File: src/rtl/dsi_capture_ctrl.sv
// dsi_capture_ctrl
// Captures the first packet of each MIPI DSI high-speed burst from a two-lane
// byte-pair receiver and turns it into a 32-bit packet stream with sop/eop.
// The data type can be filtered, and capture can stop after a chosen number
// of packets. All stream outputs are registered, so a word reaches out_valid
// exactly one clock after it is presented on the lanes.

module dsi_capture_ctrl #(
  parameter int unsigned MAX_PKTS = 255
) (
  input  logic        clk,
  input  logic        reset,
  input  logic [15:0] lane0_data,
  input  logic [15:0] lane1_data,
  input  logic        capture_en,
  input  logic        arm,
  input  logic        abort,
  input  logic        dt_filter_en,
  input  logic [5:0]  dt_filter,
  input  logic [7:0]  pkt_target,
  output logic        out_valid,
  output logic [31:0] out_data,
  output logic        out_sop,
  output logic        out_eop,
  output logic [5:0]  hdr_dt,
  output logic [1:0]  hdr_vc,
  output logic [15:0] hdr_wc,
  output logic        busy,
  output logic        done,
  output logic        trunc_err,
  output logic [7:0]  pkt_cnt
);

  typedef enum logic [2:0] {
    S_IDLE    = 3'd0,
    S_ARMED   = 3'd1,
    S_PAYLOAD = 3'd2,
    S_SKIP    = 3'd3,
    S_DONE    = 3'd4
  } state_e;

  // Targets above MAX_PKTS are clamped; the port itself stays 8 bits wide.
  localparam logic [7:0] TARGET_LIMIT = (MAX_PKTS > 255) ? 8'hFF : 8'(MAX_PKTS);

  // Registered state
  state_e      state_q, state_d;
  logic        cap_en_q;
  logic [14:0] rem_q, rem_d;
  logic [7:0]  pkt_cnt_q, pkt_cnt_d;
  logic        trunc_q, trunc_d;
  logic        out_valid_q, out_valid_d;
  logic [31:0] out_data_q, out_data_d;
  logic        out_sop_q, out_sop_d;
  logic        out_eop_q, out_eop_d;
  logic [5:0]  hdr_dt_q, hdr_dt_d;
  logic [1:0]  hdr_vc_q, hdr_vc_d;
  logic [15:0] hdr_wc_q, hdr_wc_d;

  // Decoded view of the current input word
  logic [31:0] word;
  logic [5:0]  word_dt;
  logic [1:0]  word_vc;
  logic [15:0] word_wc;
  logic        word_is_long;
  logic        hdr_accept;
  logic        burst_start;
  logic [16:0] wc_plus2;
  logic [14:0] rem_load;
  logic [7:0]  cnt_inc;
  logic [7:0]  target_eff;
  logic        target_hit;

  // Reassemble the lane byte pairs into the stream word and decode its header.
  always_comb begin
    word         = {lane1_data[15:8], lane0_data[15:8], lane1_data[7:0], lane0_data[7:0]};
    word_dt      = word[5:0];
    word_vc      = word[7:6];
    word_wc      = word[23:8];
    word_is_long = (word_dt[3:0] == 4'h9) || (word_dt[3:0] == 4'hC) ||
                   (word_dt[3:0] == 4'hD) || (word_dt[3:0] == 4'hE);
    hdr_accept   = !dt_filter_en || (word_dt == dt_filter);
    burst_start  = capture_en && !cap_en_q;
    // Payload words after the header: ceil((WC + 2 CRC bytes) / 4), in 17 bits
    // so WC = 0xFFFF cannot wrap.
    wc_plus2     = {1'b0, word_wc} + 17'd2;
    rem_load     = wc_plus2[16:2] + {14'd0, |wc_plus2[1:0]};
  end

  // Saturating packet count and the effective capture target.
  always_comb begin
    cnt_inc    = (pkt_cnt_q == 8'hFF) ? 8'hFF : pkt_cnt_q + 8'd1;
    target_eff = (pkt_target > TARGET_LIMIT) ? TARGET_LIMIT : pkt_target;
    target_hit = (target_eff != 8'd0) && (pkt_cnt_q == target_eff);
  end

  // Next-state, stream and status logic for the capture FSM.
  always_comb begin
    // NOTE: every signal written here gets a default first, so no path can
    // leave one unassigned and infer a latch.
    state_d     = state_q;
    rem_d       = rem_q;
    pkt_cnt_d   = pkt_cnt_q;
    trunc_d     = trunc_q;
    out_valid_d = 1'b0;
    out_sop_d   = 1'b0;
    out_eop_d   = 1'b0;
    out_data_d  = out_data_q;
    hdr_dt_d    = hdr_dt_q;
    hdr_vc_d    = hdr_vc_q;
    hdr_wc_d    = hdr_wc_q;

    unique case (state_q)
      S_IDLE, S_DONE: begin
        if (arm) begin
          pkt_cnt_d = 8'd0;
          trunc_d   = 1'b0;
          state_d   = S_ARMED;
        end
      end

      S_ARMED: begin
        // Only a fresh 0->1 edge of capture_en carries a header.
        if (burst_start) begin
          if (hdr_accept) begin
            out_valid_d = 1'b1;
            out_sop_d   = 1'b1;
            out_data_d  = word;
            hdr_dt_d    = word_dt;
            hdr_vc_d    = word_vc;
            hdr_wc_d    = word_wc;
            if (word_is_long) begin
              rem_d   = rem_load;
              state_d = S_PAYLOAD;
            end else begin
              out_eop_d = 1'b1;
              pkt_cnt_d = cnt_inc;
              state_d   = S_SKIP;
            end
          end else begin
            state_d = S_SKIP;
          end
        end
      end

      S_PAYLOAD: begin
        if (capture_en) begin
          out_valid_d = 1'b1;
          out_data_d  = word;
          rem_d       = rem_q - 15'd1;
          if (rem_q == 15'd1) begin
            out_eop_d = 1'b1;
            pkt_cnt_d = cnt_inc;
            state_d   = S_SKIP;
          end
        end else begin
          // Burst ended before the payload did: flag it and wait for the next.
          trunc_d = 1'b1;
          state_d = S_ARMED;
        end
      end

      S_SKIP: begin
        if (!capture_en) begin
          state_d = target_hit ? S_DONE : S_ARMED;
        end
      end

      default: state_d = S_IDLE;
    endcase

    // Abort beats everything, including a simultaneous arm: nothing emitted,
    // counters and header left as they were.
    if (abort) begin
      state_d     = S_IDLE;
      pkt_cnt_d   = pkt_cnt_q;
      trunc_d     = trunc_q;
      out_valid_d = 1'b0;
      out_sop_d   = 1'b0;
      out_eop_d   = 1'b0;
      out_data_d  = out_data_q;
      hdr_dt_d    = hdr_dt_q;
      hdr_vc_d    = hdr_vc_q;
      hdr_wc_d    = hdr_wc_q;
    end
  end

  // State and output registers with synchronous reset.
  always_ff @(posedge clk) begin
    // NOTE: sequential state uses non-blocking assignments so every register
    // samples the pre-edge values, independent of statement order.
    if (reset) begin
      state_q     <= S_IDLE;
      cap_en_q    <= 1'b0;
      rem_q       <= 15'd0;
      pkt_cnt_q   <= 8'd0;
      trunc_q     <= 1'b0;
      out_valid_q <= 1'b0;
      out_data_q  <= 32'd0;
      out_sop_q   <= 1'b0;
      out_eop_q   <= 1'b0;
      hdr_dt_q    <= 6'd0;
      hdr_vc_q    <= 2'd0;
      hdr_wc_q    <= 16'd0;
    end else begin
      state_q     <= state_d;
      cap_en_q    <= capture_en;
      rem_q       <= rem_d;
      pkt_cnt_q   <= pkt_cnt_d;
      trunc_q     <= trunc_d;
      out_valid_q <= out_valid_d;
      out_data_q  <= out_data_d;
      out_sop_q   <= out_sop_d;
      out_eop_q   <= out_eop_d;
      hdr_dt_q    <= hdr_dt_d;
      hdr_vc_q    <= hdr_vc_d;
      hdr_wc_q    <= hdr_wc_d;
    end
  end

  // Status flags decoded straight from the state register.
  always_comb begin
    busy = (state_q == S_ARMED) || (state_q == S_PAYLOAD) || (state_q == S_SKIP);
    done = (state_q == S_DONE);
  end

  assign out_valid = out_valid_q;
  assign out_data  = out_data_q;
  assign out_sop   = out_sop_q;
  assign out_eop   = out_eop_q;
  assign hdr_dt    = hdr_dt_q;
  assign hdr_vc    = hdr_vc_q;
  assign hdr_wc    = hdr_wc_q;
  assign trunc_err = trunc_q;
  assign pkt_cnt   = pkt_cnt_q;

endmodule

File: config.mk
export PLATFORM = sky130hd
export DESIGN_NAME = dsi_capture_ctrl
export DESIGN_NICKNAME = d
export VERILOG_FILES = /design/src/rtl/dsi_capture_ctrl.sv
export SDC_FILE = /design/constraint.sdc
export NUM_CORES = 1
export LEC_CHECK = 0
export ABC_AREA = 0
export CORE_UTILIZATION = 42
export DETAILED_ROUTE_END_ITERATION = 8
export GPL_TIMING_DRIVEN = 1
export PLACE_DENSITY = 0.76
export SKIP_LAST_GASP = 1
export SYNTH_ARGS = -nofsm -noshare
export SYNTH_HDL_FRONTEND = slang
export SYNTH_SLANG_ARGS = --single-unit
export TNS_END_PERCENT = 20
File: constraint.sdc
create_clock -name clk -period 5.15 [get_ports clk]
set_input_delay 0.515 -clock clk [delete_from_list [all_inputs] [get_ports clk]]
set_output_delay 0.515 -clock clk [all_outputs]
set_load 0.01 [all_outputs]
==> key figures, run 1 <==
Critical path
  • Worst setup EP type: flop
  • Slowest cell on crit path: clkdlybuf4s50_1
  • Worst path bufs/invs: 1
  • Cells along the critical path: clkdlybuf4s50_1, ha_1, a21bo_2, nor4b_2, a311oi_2, nor4b_4, a2111oi_0, or3b_1
  • Worst setup SP type: input port
  • CP max FO: 11
  • CP arrival: 3.27 ns
  • Delay-heaviest family, CP: simple AND/OR/NAND/NOR gates
  • CP Data Required Time: 5.39 ns
  • Crit Path Class: input port to flop
  • Slowest cell delay on critical path: 0.68 ns

Synthesis
  • Post-Syn Nets: 703
  • Synth cell types: 77
  • Synth Flop Type: dfxtp_1
  • Adder-cell share of the synthesized area: 0.0147
  • Syn_area_per_cell: 7.91 µm²
  • Seq/Total Area, Yosys: 0.342
  • Synth Area in XOR/XNOR: 0.0464
  • Post-synth EDFFs: 0
  • Cell Area, Synth: 0.00510 mm²
  • Number of warnings issued by yosys: 0
  • Largest family of logic cells by synthesized area: simple AND/OR/NAND/NOR gates
  • Synth Area in Simple Gates: 0.286
  • Synthesis-stage register bit count: 87
  • Mux contribution to synthesized area: 0.0530
  • Fraction of registers with async set or reset after synthesis: 0
  • Synth Area in Compound Gates: 0.206
  • Mapped Cells: 645

Cells and area
  • Leading cell type in the layout, fill and taps excluded: clkdlybuf4s50_1
  • Antenna cell count: 0
  • P&R area growth vs syn: 29.8%
  • Filler cells: 1061
  • Cell Count, Final, Fillers Out: 884
  • Nets: 794
  • Most frequent cells in the layout: 120 x clkdlybuf4s50_1, 100 x nand2_1, 87 x dfxtp_1
  • Fin area: 0.00662 mm²
  • Layout cells sized above 1: 0.0594

STA
  • Skew final: 0.00399 ns
  • Slew Limit Fails: 0
  • Final Hold Viols: 0
  • Final setup fails: 0
  • Tightest Pin Transition: 1.05 ns
  • RSZ-0062 raised after global routing: false
  • Peak Freq: 0.330 GHz
  • Sum Neg Setup Slack: 0 ns
  • Tmin final: 3.03 ns
  • Fin crit share: 0.589
  • Relative slew slack: 0.302

Flow run
  • # Max-Cap Violations: 0

Clock tree
  • CTS tree: built
  • Num CTS Buffers: 9
  • Hold Buf Count CTS: 0
  • Root Buffer: clkbuf_16
  • CTS clk-pin slew, worst paths: 0.07 ns
  • Post-CTS setup buffer count: 0
  • Htree depth: 3
  • Skew-Pair Late Insertion Delay: 0.35 ns
  • Clk buf depth: 2
  • # resized after CTS: 0
  • CTS Sinks: 87

Routing
  • Drt wl/cell: 16.5 µm
  • DRC errors left: 6
  • Post-Route WL: 14.6 mm
  • Detailed-route via count: 5150
  • Antenna-violating nets left: 0
  • DR iter-0 viols: 263
  • Via density: 5.83
  • Drt first pass iters: 7

GRT
  • Tot GR Track Use: 0.235
  • Vias in the first global route: 4883
  • Congestion Overflow GR: 0
  • First-pass GRT wire length: 23.8 mm
  • Initial antenna violation count: 0
  • Pin count of the biggest net entering global routing: 47

Place
  • Area after DPL: 0.00631 mm²
  • Detailed placement HPWL: 10.3 mm
  • Routability Congestion: 0.929
  • I/O Buffers: 121
  • DP Cell Count: 868

Power and ir drop
  • Pwr/cell area: 240 mW/mm²
  • P_leak: 0.00219 µW
  • VDD IR max: 0.197 mV

Die
  • Initial core utilization: 0.439
  • Core Region: 0.0116 mm²
  • Die ar.: 0.0126 mm²
  • IO Count: 122
  • Die width: 112 µm
  • Rows: 39
  • Die H: 112 µm

Outcome
  • Run status: finished with violations
  • Failing checks: DRC

Worst hold path
  • Worst min-delay path category: flop to flop
worst reg2reg max path, cell delays in order (launching register included):
cell and delay (ns):
dfxtp_1 0.63, nor2b_1 0.15, and4_1 0.19, a21oi_1 0.83
nor2_1 0.36, nand2_1 0.28, o32ai_1 0.12
final cells by class:
class	count	area [µm²]	share of cell area
Timing Repair Buffer	127	1250	0.189
Sequential cell	87	1740	0.263
Multi-Input combinational cell	499	3100	0.468
Tap cell	143	179	0.0270
Clock buffer	9	225	0.0340
Clock inverter	7	80.1	0.0121
Inverter	12	45.0	0.00681
logic make-up after synthesis:
| kind of cell | count (synthesis) |
|---|---|
| AO/OA/AOI/OAI | 157 |
| XOR/XNOR | 27 |
| adder cells (fa/ha/maj) | 6 |
| buffers and inverters | 59 |
| flip-flops | 87 |
| multiplexers | 27 |
| AND/OR/NAND/NOR | 282 |
routing by layer:
metal / global-route usage / share of wire / vias to the layer above
met1: 0.293 / 0.43 / 2402
met5: 0 / 0 / -
met3: 0.0491 / 0.068 / 32
li1: - / - / 2504
met4: 0.117 / 0.027 / 0
met2: 0.386 / 0.47 / 212
per-stage QoR:
step | util | setup WS [ns] | hold slack [ns] | power, µW
3_3_place_gp | 0.544 | 1.88 | 0.442 | 916
5_1_grt | 0.570 | 1.99 | 0.481 | 1650
6_report | 0.570 | 2.12 | 0.453 | 1590
4_1_cts | 0.570 | 2.13 | 0.458 | 1600
3_5_place_dp | 0.544 | 1.76 | 0.448 | 922
2_1_floorplan | - | 2.78 | 0.458 | 836
state kept, by name, indices dropped and copies added (netlist names):
register   flops
cap_en_q       1
hdr_dt         6
hdr_vc         2
hdr_wc        16
out_data      32
out_eop        1
out_sop        1
out_valid      1
pkt_cnt        8
rem_q         15
state_q        3
trunc_err      1
cell usage after synthesis, drive strengths merged (2+ instances only):
library cell / instances / area share
a2111oi: 3 / 0.0052
a211oi: 7 / 0.013
a21boi: 5 / 0.0074
a21o: 4 / 0.0059
a21oi: 61 / 0.060
a311oi: 4 / 0.0093
a31oi: 13 / 0.016
a41oi: 2 / 0.0034
and2: 3 / 0.0037
and3: 9 / 0.011
and4: 5 / 0.0086
buf: 17 / 0.021
clkbuf: 30 / 0.022
dfxtp: 87 / 0.34
ha: 6 / 0.015
inv: 12 / 0.0088
mux2i: 27 / 0.053
nand2: 100 / 0.074
nand2b: 11 / 0.013
nand3: 12 / 0.012
nand3b: 3 / 0.0044
nand4: 11 / 0.015
nand4b: 3 / 0.0052
nor2: 61 / 0.045
nor2b: 6 / 0.0074
nor3: 23 / 0.026
nor3b: 4 / 0.0069
nor4: 10 / 0.016
nor4b: 6 / 0.014
o2111ai: 3 / 0.0052
o211ai: 8 / 0.012
o21a: 4 / 0.0059
o21ai: 16 / 0.018
o22ai: 5 / 0.0061
o31ai: 6 / 0.0098
o32ai: 2 / 0.0034
o41a: 2 / 0.0044
or3: 6 / 0.0074
or3b: 2 / 0.0034
xnor2: 18 / 0.031
xor2: 9 / 0.015
report_power, final:
part           switching [µW]  internal (µW)
clock                     297            383
combinational             126           95.7
sequential               7.76            680
path summary, 6_finish.rpt:
path	from	endpoint	slack (ns)	cells past startpoint
max	lane1_data[2]	rem_q[13]$_SDFFE_PP0P_	2.12	8
max reg2reg	state_q[2]$_SDFFE_PP0P_	rem_q[6]$_SDFFE_PP0P_	2.46	6
min	out_data[4]$_SDFFE_PP0P_	out_data[4]$_SDFFE_PP0P_	0.45	2
min reg2reg	out_data[4]$_SDFFE_PP0P_	out_data[4]$_SDFFE_PP0P_	0.45	2
Power figures use the tool's default switching activity.
==> run 2, diff against run 1 <==
--- a/config.mk
+++ b/config.mk
@@ -9,7 +9,7 @@
 export CORE_UTILIZATION = 42
 export DETAILED_ROUTE_END_ITERATION = 8
 export GPL_TIMING_DRIVEN = 1
-export PLACE_DENSITY = 0.76
+export PLACE_DENSITY = 0.79
 export SKIP_LAST_GASP = 1
 export SYNTH_ARGS = -nofsm -noshare
 export SYNTH_HDL_FRONTEND = slang
==> constraint.sdc (replaced) <==
create_clock -name clk -period 2.49 [get_ports clk]
set_input_delay 0.249 -clock clk [delete_from_list [all_inputs] [get_ports clk]]
set_output_delay 0.249 -clock clk [all_outputs]
set_load 0.01 [all_outputs]
==> run 2 against run 1 <==
Effect of this change: the flow still finishes with violations (DRC); register-to-register slack got worse by 2.2 ns; cell count is 7.5% higher; count of clock-buffer cells in the layout unchanged; first-iteration DRC count increased by 5.7%; non-clock buffer count grew 66; wire length rose by 6.6%.
==> key figures, run 2 (synthesized netlist as in run 1, its figures left out) <==
Outcome
  • Run status: finished with violations (unchanged)
  • Failing checks: DRC (unchanged)

Die
  • Die H: 112 µm (unchanged)
  • Rows: 39 (unchanged)
  • IO Count: 122 (unchanged)
  • Core Region: 0.0116 mm² (unchanged)
  • Die width: 112 µm (unchanged)
  • Initial core utilization: 0.439 (unchanged)
  • Die ar.: 0.0126 mm² (unchanged)

Power and ir drop
  • VDD IR max: 0.516 mV (was 0.197 mV)
  • Pwr/cell area: 457 mW/mm² (was 240 mW/mm²)
  • P_leak: 0.00251 µW (was 0.00219 µW)

Clock tree
  • CTS tree: built (unchanged)
  • CTS clk-pin slew, worst paths: 0.07 ns (about the same)
  • Num CTS Buffers: 9 (unchanged)
  • Skew-Pair Late Insertion Delay: 0.34 ns (was 0.35 ns)
  • CTS Sinks: 87 (unchanged)
  • Root Buffer: clkbuf_16 (unchanged)
  • # resized after CTS: 0 (unchanged)
  • Hold Buf Count CTS: 0 (unchanged)
  • Post-CTS setup buffer count: 0 (unchanged)
  • Clk buf depth: 2 (unchanged)
  • Htree depth: 3 (unchanged)

Critical path
  • Worst setup SP type: input port (unchanged)
  • CP max FO: 5 (was 11)
  • R2R setup slack: 0.27 ns (was 2.46 ns)
  • CP Data Required Time: 2.77 ns (was 5.39 ns)
  • Worst r2r dst: rem_q[12]$_SDFFE_PP0P_ (was rem_q[6]$_SDFFE_PP0P_)
  • R2r startpoint: state_q[2]$_SDFFE_PP0P_ (unchanged)
  • Worst R2R Path Depth: 7 (was 6)
  • Crit Path Class: input port to flop (unchanged)
  • Crit path launch: lane1_data[1] (was lane1_data[2])
  • Worst setup EP type: flop (unchanged)
  • CP arrival: 2.59 ns (was 3.27 ns)

GRT
  • Congestion Overflow GR: 0 (unchanged)
  • Vias in the first global route: 5362 (was 4883)
  • Tot GR Track Use: 0.251 (was 0.235)
  • Initial antenna violation count: 0 (unchanged)
  • Pin count of the biggest net entering global routing: 38 (was 47)
  • First-pass GRT wire length: 25.7 mm (was 23.8 mm)

STA
  • Tightest Pin Transition: 0.657 ns (was 1.05 ns)
  • Final Hold Viols: 0 (unchanged)
  • Sum Neg Setup Slack: 0 ns (unchanged)
  • Relative slew slack: 0.558 (was 0.302)
  • Tmin final: 2.32 ns
  • RSZ-0062 raised after global routing: false (unchanged)
  • Skew final: 0.00912 ns (was 0.00399 ns)
  • Peak Freq: 0.432 GHz
  • Final setup fails: 0 (unchanged)
  • Fin crit share: 0.930
  • Slew Limit Fails: 0 (unchanged)

Cells and area
  • Cell Count, Final, Fillers Out: 950 (was 884)
  • Fin area: 0.00713 mm² (was 0.00662 mm²)
  • Max reg flops: 32 (unchanged)
  • Leading cell type in the layout, fill and taps excluded: clkdlybuf4s50_1 (unchanged)
  • Layout cells sized above 1: 0.136 (was 0.0594)
  • Most frequent cells in the layout: 120 x clkdlybuf4s50_1, 100 x nand2_1, 87 x dfxtp_1 (unchanged)
  • P&R area growth vs syn: 39.8% (was 29.8%)
  • Multi-input gate area: 0.00310 mm² (unchanged)
  • Filler cells: 1009 (was 1061)
  • Antenna cell count: 0 (unchanged)
  • Seq. cell area: 0.00174 mm² (unchanged)
  • Util after Layout: 0.614 (was 0.570)
  • Nets: 860 (was 794)

Worst hold path
  • WHS Path Cells: 2 (unchanged)
  • Hold EP: cap_en_q$_SDFF_PP0_ (was out_data[4]$_SDFFE_PP0P_)
  • Hold wc startpoint: reset (was out_data[4]$_SDFFE_PP0P_)
  • Worst min-delay path category: input port to flop (was flop to flop)

Place
  • Detailed placement HPWL: 11.7 mm (was 10.3 mm)
  • Routability Congestion: 0.995 (was 0.929)
  • Area after DPL: 0.00685 mm² (was 0.00631 mm²)
  • I/O Buffers: 121 (unchanged)
  • DP Cell Count: 934 (was 868)

Routing
  • Post-Route WL: 15.5 mm (was 14.6 mm)
  • DRC errors left: 5 (was 6)
  • Drt first pass iters: 7 (unchanged)
  • Drt wl/cell: 16.4 µm (was 16.5 µm)
  • DR iter-0 viols: 278 (was 263)
  • Antenna-violating nets left: 0 (unchanged)
  • Via density: 5.72 (was 5.83)
  • Detailed-route via count: 5438 (was 5150)

Flow run
  • # Max-Cap Violations: 0 (unchanged)
run 2: cell types whose count changed in the layout (fill, tap and decap cells not counted):
cell        before  now
buf_12           0    3
buf_4            6   69
bufinv_16        1    0
clkinv_2         1    0
clkinvlp_4       1    2
inv_6            2    3
run 2: critical path, stage by stage:
cell	delay (ns)
clkdlybuf4s50_1	0.44
ha_1	0.24
a21bo_2	0.27
nor4_1	0.07
nor3_1	0.56
nor4b_4	0.09
buf_4	0.17
a2111oi_0	0.35
nand3b_1	0.16
run 2: through the flow:
stage	total power, µW	setup WS [ns]	hold slack, ns
detailed placement	1980	-0.133	0.450
floorplan	1730	0.389	0.328
CTS	3280	0.205	0.301
global route	3400	0.0548	0.318
finish	3260	0.173	0.305
global placement	1970	-0.0570	0.442
run 2: worst max-delay path by stage:
stage,end,slack (ns),cells after the start
after floorplan,rem_q[13]$_SDFFE_PP0P_,0.39,8
after global placement,rem_q[3]$_SDFFE_PP0P_,-0.06,9
after detailed placement,rem_q[3]$_SDFFE_PP0P_,-0.13,10
after CTS,rem_q[11]$_SDFFE_PP0P_,0.21,9
after global routing,rem_q[3]$_SDFFE_PP0P_,0.05,10
final,rem_q[11]$_SDFFE_PP0P_,0.17,9
run 2: metal layers:
| metal | GRT usage | vias to the layer above | routed length [µm] |
|---|---|---|---|
| li1 | - | 2629 | - |
| met5 | 0 | - | 0 |
| met3 | 0.0540 | 25 | 1010 |
| met2 | 0.445 | 227 | 7850 |
| met4 | 0.0880 | 0 | 252 |
| met1 | 0.298 | 2557 | 6430 |
run 2: final cells by class:
cell class	instances	share of cell area
sequential	87	0.244
inverter	12	0.00632
clock buffer	9	0.0316
timing repair buffer	193	0.250
multi-input combinational	499	0.434
clock inverter	7	0.00860
tap	143	0.0251
run 2: power breakdown:
| part | leakage (µW) | internal [µW] | switching (µW) |
|---|---|---|---|
| clock | 0.000135 | 696 | 609 |
| sequential | 0.000702 | 1410 | 13.2 |
| combinational | 0.00167 | 256 | 279 |
==> run 3, diff against run 2 <==
--- a/config.mk
+++ b/config.mk
@@ -6,10 +6,11 @@
 export NUM_CORES = 1
 export LEC_CHECK = 0
 export ABC_AREA = 0
+export ABC_CLOCK_PERIOD_IN_PS = 2490
 export CORE_UTILIZATION = 42
 export DETAILED_ROUTE_END_ITERATION = 8
-export GPL_TIMING_DRIVEN = 1
-export PLACE_DENSITY = 0.79
+export DONT_BUFFER_PORTS = 1
+export PLACE_DENSITY = 0.66
 export SKIP_LAST_GASP = 1
 export SYNTH_ARGS = -nofsm -noshare
 export SYNTH_HDL_FRONTEND = slang
==> run 3 against run 2 <==
Effect of this change: setup slack improved by 0.038 ns; die area unchanged; count of clock-buffer cells in the layout unchanged; sequential share of layout area increased by 7.0 points; largest cell class unchanged; core utilization decreased by 14 points; flip-flop and latch count unchanged; the flow still finishes with violations (DRC).
==> key figures, run 3 (synthesized netlist as in run 1, its figures left out) <==
Outcome
  • Run status: finished with violations (unchanged)
  • Failing checks: DRC (unchanged)

Routing
  • Met1 WL: 5.88 mm (was 6.43 mm)
  • Top layer in use: met4 (unchanged)
  • Via density: 5.95 (was 5.72)
  • Antenna-violating nets left: 0 (unchanged)
  • DR iter-0 viols: 208 (was 278)
  • Drt wl/cell: 17.8 µm (was 16.4 µm)
  • DRC errors left: 5 (unchanged)
  • Met3 WL: 1.02 mm (was 1.01 mm)
  • Detailed-route via count: 4616 (was 5438)
  • Drt first pass iters: 7 (unchanged)
  • Post-Route WL: 13.8 mm (was 15.5 mm)
  • DR WL met2: 6.68 mm (was 7.85 mm)

Critical path
  • Worst setup EP type: flop (unchanged)
  • Crit Path Class: flop to flop (was input port to flop)
  • Worst setup SP type: flop (was input port)
  • Cells along the critical path: nor4b_1, o21a_1, a21oi_1, nor2_1, nand2_1, o32ai_1 (was clkdlybuf4s50_1, ha_1, a21bo_2, nor4_1, nor3_1, nor4b_4, buf_4, a2111oi_0, nand3b_1)
  • CP max FO: 9 (was 5)
  • Slowest cell on crit path: a21oi_1 (was nor3_1)
  • CP Data Required Time: 2.72 ns (was 2.77 ns)
  • CP arrival: 2.51 ns (was 2.59 ns)
  • Slowest cell delay on critical path: 0.67 ns (was 0.56 ns)

Power and ir drop
  • Comb pwr share: 0.101 (was 0.164)
  • P_int: 2320 µW (was 2360 µW)
  • Clock share of power: 0.444 (was 0.400)
  • Switching share of power: 0.259 (was 0.276)
  • P_leak: 0.00183 µW (was 0.00251 µW)
  • Net Sw Power: 811 µW (was 901 µW)
  • VDD IR max: 0.365 mV (was 0.516 mV)
  • Pwr/cell area: 565 mW/mm² (was 457 mW/mm²)
  • Fraction of power consumed by sequential logic: 0.455 (was 0.436)

Place
  • Detailed placement HPWL: 9.83 mm (was 11.7 mm)
  • Routability Congestion: 0.853 (was 0.995)
  • I/O Buffers: 0 (was 121)

Clock tree
  • CTS clk-pin slew, worst paths: 0.07 ns (about the same)
  • Num CTS Buffers: 9 (unchanged)
  • Post-CTS setup buffer count: 0 (unchanged)
  • Htree depth: 3 (unchanged)
  • Clk buf depth: 2 (unchanged)
  • Hold Buf Count CTS: 4 (was 0)
  • # resized after CTS: 0 (unchanged)
  • CTS Sinks: 87 (unchanged)
  • Root Buffer: clkbuf_16 (unchanged)
  • Skew-Pair Late Insertion Delay: 0.35 ns (was 0.34 ns)
  • CTS tree: built (unchanged)

GRT
  • Pin count of the biggest net entering global routing: 73 (was 38)
  • Initial antenna violation count: 0 (unchanged)
  • First-pass GRT wire length: 22.6 mm (was 25.7 mm)
  • Vias in the first global route: 4629 (was 5362)
  • Congestion Overflow GR: 0 (unchanged)
  • Tot GR Track Use: 0.224 (was 0.251)

Die
  • Core Region: 0.0116 mm² (unchanged)
  • Initial core utilization: 0.439 (unchanged)
  • Rows: 39 (unchanged)
  • Die H: 112 µm (unchanged)
  • Die ar.: 0.0126 mm² (unchanged)
  • Die width: 112 µm (unchanged)
  • IO Count: 122 (unchanged)

STA
  • Tmin final: 2.28 ns (was 2.32 ns)
  • Worst-case hold slack: 0.0174 ns (was 0.305 ns)
  • RSZ-0062 raised after global routing: false (unchanged)
  • Fin crit share: 0.915 (was 0.930)
  • Tightest Pin Transition: 0.864 ns (was 0.657 ns)
  • Sum Neg Setup Slack: 0 ns (unchanged)
  • Final Hold Viols: 0 (unchanged)
  • Peak Freq: 0.439 GHz (was 0.432 GHz)
  • Skew final: 0.00801 ns (was 0.00912 ns)
  • Relative slew slack: 0.424 (was 0.558)
  • Slew Limit Fails: 0 (unchanged)
  • Final setup fails: 0 (unchanged)

Cells and area
  • P&R area growth vs syn: 8.81% (was 39.8%)
  • Max reg flops: 32 (unchanged)
  • Leading cell type in the layout, fill and taps excluded: nand2_1 (was clkdlybuf4s50_1)
  • Multi-input gate area: 0.00310 mm² (unchanged)
  • Most frequent cells in the layout: 100 x nand2_1, 87 x dfxtp_1, 61 x a21oi_1 (was 120 x clkdlybuf4s50_1, 100 x nand2_1, 87 x dfxtp_1)
  • Filler cells: 1143 (was 1009)
  • Seq. cell area: 0.00174 mm² (unchanged)
  • Antenna cell count: 0 (unchanged)
  • Nets: 686 (was 860)
  • Layout cells sized above 1: 0.0837 (was 0.136)

Flow run
  • # Max-Cap Violations: 0 (unchanged)

Worst hold path
  • Worst min-delay path category: input port to flop (unchanged)
[run 3: changes by cell type in the layout (fill, tap and decap cells not counted), sizes merged]
| cell | previous run | this run |
|---|---|---|
| dlygate4sd3 | 0 | 3 |
| clkinvlp | 2 | 1 |
| clkdlybuf4s50 | 120 | 0 |
| inv | 16 | 14 |
| clkinv | 1 | 3 |
| bufinv | 0 | 1 |
| buf | 73 | 16 |
[run 3: final timing paths]
path / start / cells past startpoint / slack (ns) / end
max: cap_en_q$_SDFF_PP0_ / 6 / 0.21 / rem_q[6]$_SDFFE_PP0P_
min: reset / 1 / 0.02 / rem_q[5]$_SDFFE_PP0P_
max reg2reg: cap_en_q$_SDFF_PP0_ / 6 / 0.21 / rem_q[6]$_SDFFE_PP0P_
min reg2reg: out_data[27]$_SDFFE_PP0P_ / 2 / 0.50 / out_data[27]$_SDFFE_PP0P_
[run 3: per-layer routing]
metal  vias to the layer above  track usage
li1                       2274            -
met1                      2157        0.261
met2                       161        0.390
met3                        24       0.0680
met4                         0       0.0747
met5                         -            0
[run 3: worst max-delay path, delay by kind of cell (launching register included)]
kind | cells | cell delay, ns
flops | 1 | 0.48
compound gates | 3 | 0.99
simple gates | 3 | 0.68
[run 3: per-stage QoR]
stage / power [µW] / std cells / setup slack, ns / instance area [µm²] / util
after floorplan: 1730 / 645 / 0.389 / 5100 / -
after global placement: 1740 / 756 / 0.221 / 5190 / 0.447
after detailed placement: 1750 / 756 / 0.160 / 5190 / 0.447
after CTS: 3160 / 776 / 0.218 / 5550 / 0.478
after global routing: 3250 / 776 / 0.0183 / 5550 / 0.478
final: 3130 / 776 / 0.211 / 5550 / 0.478
[run 3: final cells by class]
class / instances / area share
repair buffers: 19 / 0.0329
multi-input cells: 499 / 0.558
clock buffers: 9 / 0.0406
clock inverters: 7 / 0.0144
well taps: 143 / 0.0322
inverters: 12 / 0.00812
flip-flops and latches: 87 / 0.314
[run 3: power by group through the flow]
stage / clock [µW] / combinational [µW] / sequential, µW
floorplan: 0 / 276 / 1450
global placement: 0 / 283 / 1460
detailed placement: 0 / 289 / 1460
CTS: 1410 / 318 / 1430
global route: 1470 / 353 / 1430
finish: 1390 / 318 / 1430
==> patch 1, RTL diff (settings of run 2) <==
Register the input `dt_filter` before use. The logic sees it one clock later. The other inputs are not delayed to match.
--- a/src/rtl/dsi_capture_ctrl.sv
+++ b/src/rtl/dsi_capture_ctrl.sv
@@ -42,6 +42,16 @@
   // Targets above MAX_PKTS are clamped; the port itself stays 8 bits wide.
   localparam logic [7:0] TARGET_LIMIT = (MAX_PKTS > 255) ? 8'hFF : 8'(MAX_PKTS);
 
+  logic [5:0] dt_filter_q;
+
+  always_ff @(posedge clk) begin
+    if (reset) begin
+      dt_filter_q <= '0;
+    end else begin
+      dt_filter_q <= dt_filter;
+    end
+  end
+
   // Registered state
   state_e      state_q, state_d;
   logic        cap_en_q;
@@ -78,7 +88,7 @@
     word_wc      = word[23:8];
     word_is_long = (word_dt[3:0] == 4'h9) || (word_dt[3:0] == 4'hC) ||
                    (word_dt[3:0] == 4'hD) || (word_dt[3:0] == 4'hE);
-    hdr_accept   = !dt_filter_en || (word_dt == dt_filter);
+    hdr_accept   = !dt_filter_en || (word_dt == dt_filter_q);
     burst_start  = capture_en && !cap_en_q;
     // Payload words after the header: ceil((WC + 2 CRC bytes) / 4), in 17 bits
     // so WC = 0xFFFF cannot wrap.
Formal check against the unedited RTL: not equivalent (Yosys sat finds a counterexample within 4 cycles, from zero or initial values and one cycle with reset high).
==> patch 1 against run 2 <==
- synthesized area fell by 2.7%
- sequential share of layout area rose by 1.9 points
- combinational power rose by 8.8%
- setup slack got worse by 0.039 ns
- clock power rose by 5%
- wire length fell by 10%
- die area fell by 2.7%
- cell count fell by 4.4%
- sequential cell count rose by 6
- cell area fell by 0.86%
- synthesized cell count fell by 8.7%
- total power rose by 7.3%
- critical endpoint is now rem_q[13]
- largest cell class unchanged
- largest power group unchanged
==> patch 1: results (changes against run 2) <==
{| class="wikitable"
! Metric !! Value
|-
| Int Pwr || 2.63 mW (was 2.36 mW)
|-
| Global router's overall resource usage || 22.7% (was 25.1%)
|-
| Routed length on met2 || 7.08 mm (was 7.85 mm)
|-
| Sequential share of the synthesized area || 37.5% (was 34.2%)
|-
| Multi-input comb cells || 445 (was 499)
|-
| Total wirelength of the detailed-routed design || 14.0 mm (was 15.5 mm)
|-
| Met3 wire length || 880 um (was 1.01 mm)
|-
| Post-synthesis mux area share || 11.3% (was 5.30%)
|-
| Total standard cell area after synthesis || 4960 sq um (was 5100 sq um)
|-
| Weighted congestion at the end of routability-driven global placement || 0.937 (was 0.995)
|-
| Area taken by multi-input logic gates || 2880 sq um (was 3100 sq um)
|-
| Status || finished, final reports clean (was complete, but fails checks)
|-
| Worst hold stages || 4 (was 2)
|-
| Total non-filler cell area in the finished layout || 7070 sq um (was 7130 sq um)
|-
| Worst Setup EP || rem_q[13] (was rem_q[11])
|-
| Met1 Routed Length || 5.80 mm (was 6.43 mm)
|-
| Library cells used by synthesis || 56 (was 77)
|-
| Fin Hold WS || 0.260 ns (was 0.305 ns)
|-
| Wire length of the first global-routing pass || 23.1 mm (was 25.7 mm)
|-
| Clock tree skew after final layout || 0.00609 ns (was 0.00912 ns)
|-
| Reg-to-reg setup timing slack || 0.24 ns (was 0.27 ns)
|-
| Critical path's largest stage delay || 0.44 ns (was 0.56 ns)
|-
| Gates resized, CTS repair || 1 (was 0)
|-
| Worst IR Drop VDD || 0.000389 V (was 0.000516 V)
|-
| TritonRoute pass-1 iters || 6 (was 7)
|-
| Post-detailed-route via-to-cell ratio || 5.46 (was 5.72)
|-
| Crit path DAT || 2.63 ns (was 2.59 ns)
|-
| Syn_nets || 647 (was 703)
|-
| Static Leak || 2.77 nW (was 2.51 nW)
|-
| Reg-to-reg critical path endpoint || out_data[30] (was rem_q[12])
|-
| Arithmetic-cell share of the synthesized area counting full adders, half adders and majority gates || 1.51% (was 1.47%)
|-
| Reg-to-reg startpoint || dt_filter_q[5] (was state_q[2])
|-
| Clock network share of area || 4.16% (was 4.02%)
|}
-- patch 1: changes by cell type after synthesis, sizes merged, moves of 6 or more --
| cell | delta |
|---|---|
| mux2i | +29 |
| a22oi | +7 |
| o21ai | +12 |
| dfxtp | +6 |
| nand4 | -6 |
| nor2b | +9 |
| xor2 | +7 |
| a21oi | -37 |
| nor2 | +28 |
| nand2 | -59 |
| nor3 | -7 |
| a31oi | -9 |
| clkbuf | -11 |
-- patch 1: power by group through the flow --
stage	clock network [mW]	logic, mW	registers (mW)
after floorplan	0	0.290	1.58
after global placement	0	0.554	1.57
after detailed placement	0	0.572	1.57
after CTS	1.40	0.578	1.54
after global routing	1.47	0.637	1.54
final	1.37	0.583	1.54
-- patch 1: per-stage QoR --
step | cells | setup WS (ns)
2_1_floorplan | 589 | 0.115
3_3_place_gp | 890 | -0.273
3_5_place_dp | 890 | -0.385
4_1_cts | 906 | -0.0397
5_1_grt | 908 | -0.0299
6_report | 908 | 0.135
==> patch 2, RTL diff (flow settings as in run 2) <==
Made on the original files. Set the parameter `MAX_PKTS` to 127 (it was 255).
--- a/src/rtl/dsi_capture_ctrl.sv
+++ b/src/rtl/dsi_capture_ctrl.sv
@@ -6,7 +6,7 @@
 // exactly one clock after it is presented on the lanes.
 
 module dsi_capture_ctrl #(
-  parameter int unsigned MAX_PKTS = 255
+  parameter int unsigned MAX_PKTS = 127
 ) (
   input  logic        clk,
   input  logic        reset,
Check against the original RTL: same outputs for any inputs over 4 cycles, from zero or initial values and one cycle with reset high; that may be too few to reach the edited logic, so the function may still have changed.
==> patch 2 against run 2 <==
- hold slack better by 0.081 ns
- wire length decreased by 7.7%
- clock skew fell by 0.0028 ns
- synthesized area down 4.8%
- global-route usage is 0.086 points lower
- sequential power hardly changed
- utilization rose by 0.44 points
- cell area is 4.3% lower
- setup slack improved by 0.030 ns
- sequential cell count unchanged
- total power fell by 0.29%
- critical endpoint is now pkt_cnt[4]
==> patch 2: results (changes against run 2) <==
{| class="wikitable"
! Metric !! Value
|-
| Commonest cells in the netlist || nor2_1, dfxtp_1, mux2i_1, clkbuf_1, nand2_1 (was nand2_1, dfxtp_1, a21oi_1, nor2_1, clkbuf_1)
|-
| Crit-path max FO || 12 (was 5)
|-
| Total wirelength of the detailed-routed design || 14.3 mm (was 15.5 mm)
|-
| Sequential share of the synthesized area || 35.9% (was 34.2%)
|-
| Met2 Track Usage GR || 41.0% (was 44.5%)
|-
| Critical path's largest stage delay || 0.69 ns (was 0.56 ns)
|-
| Transition at the pin with the smallest max-transition slack || 0.628 ns (was 0.657 ns)
|-
| Fill cells || 965 (was 1009)
|-
| Worst Setup EP || pkt_cnt[4] (was rem_q[11])
|-
| Clock tree skew after final layout || 0.00628 ns (was 0.00912 ns)
|-
| Reg-to-reg setup timing slack || 0.20 ns (was 0.27 ns)
|-
| Number of design-rule violations left by the first detailed-router iteration || 342 (was 278)
|-
| TritonRoute pass-1 iters || 5 (was 7)
|-
| Syn_nets || 643 (was 703)
|-
| Maximum number of pins on one net before global-route repair || 44 (was 38)
|-
| Status || finished, final reports clean (was complete, but fails checks)
|-
| Worst hold stages || 3 (was 2)
|-
| Global router's overall resource usage || 25.0% (was 25.1%)
|-
| Routed length on met2 || 6.80 mm (was 7.85 mm)
|-
| Met3 wire length || 969 um (was 1.01 mm)
|-
| Placed cell areas || 6520 sq um (was 6850 sq um)
|-
| Post-DP HPWL || 10.7 mm (was 11.7 mm)
|-
| Start point of the critical path || rem_q[7] (was lane1_data[1])
|-
| Fin Hold WS || 0.386 ns (was 0.305 ns)
|-
| Met1 Routed Length || 6.45 mm (was 6.43 mm)
|-
| Net total in the final layout || 790 (was 860)
|-
| Crit path DAT || 2.55 ns (was 2.59 ns)
|-
| Largest cells by area after synthesis || dfxtp_1, mux2i_1, nor2_1, xnor2_1, clkbuf_1 (was dfxtp_1, nand2_1, a21oi_1, mux2i_1, nor2_1)
|-
| Library cell contributing the largest single delay on the critical path || or4_1 (was nor3_1)
|-
| Global Route met1 Usage || 31.7% (was 29.8%)
|-
| Via count of the routed design || 4943 (was 5438)
|-
| Share of layout cells above drive strength 1 || 12.3% (was 13.6%)
|-
| Library cells used by synthesis || 63 (was 77)
|-
| Wire length of the first global-routing pass || 23.5 mm (was 25.7 mm)
|-
| Weighted congestion at the end of routability-driven global placement || 0.873 (was 0.995)
|}
-- patch 2: final cells by class --
cell class,instances,share of cell area [%]
inverters,16,0.880
repair buffers,176,24.1
flip-flops and latches,87,25.5
well taps,140,2.57
clock inverters,5,0.679
multi-input cells,442,42.5
clock buffers,11,3.70
-- patch 2: metrics by stage --
stage | instances | setup slack (ns)
final | 877 | 0.203
after global routing | 877 | 0.0164
after CTS | 877 | 0.145
after detailed placement | 861 | -0.129
after global placement | 861 | -0.0640
after floorplan | 585 | 0.387
-- patch 2: power breakdown --
group	leakage (nW)	switching [mW]	internal (mW)
logic	1.77	0.252	0.237
registers	0.702	0.0149	1.41
clock network	0.149	0.585	0.752
total	2.62	0.852	2.40
-- patch 2: cells by family after synthesis --
group           share of synthesized area, %
xor+xnor                                4.15
compound gates                          17.8
buf+inv                                 4.69
mux                                     11.7
simple gates                            24.2
flops                                   35.9
fa+ha+maj                               1.55
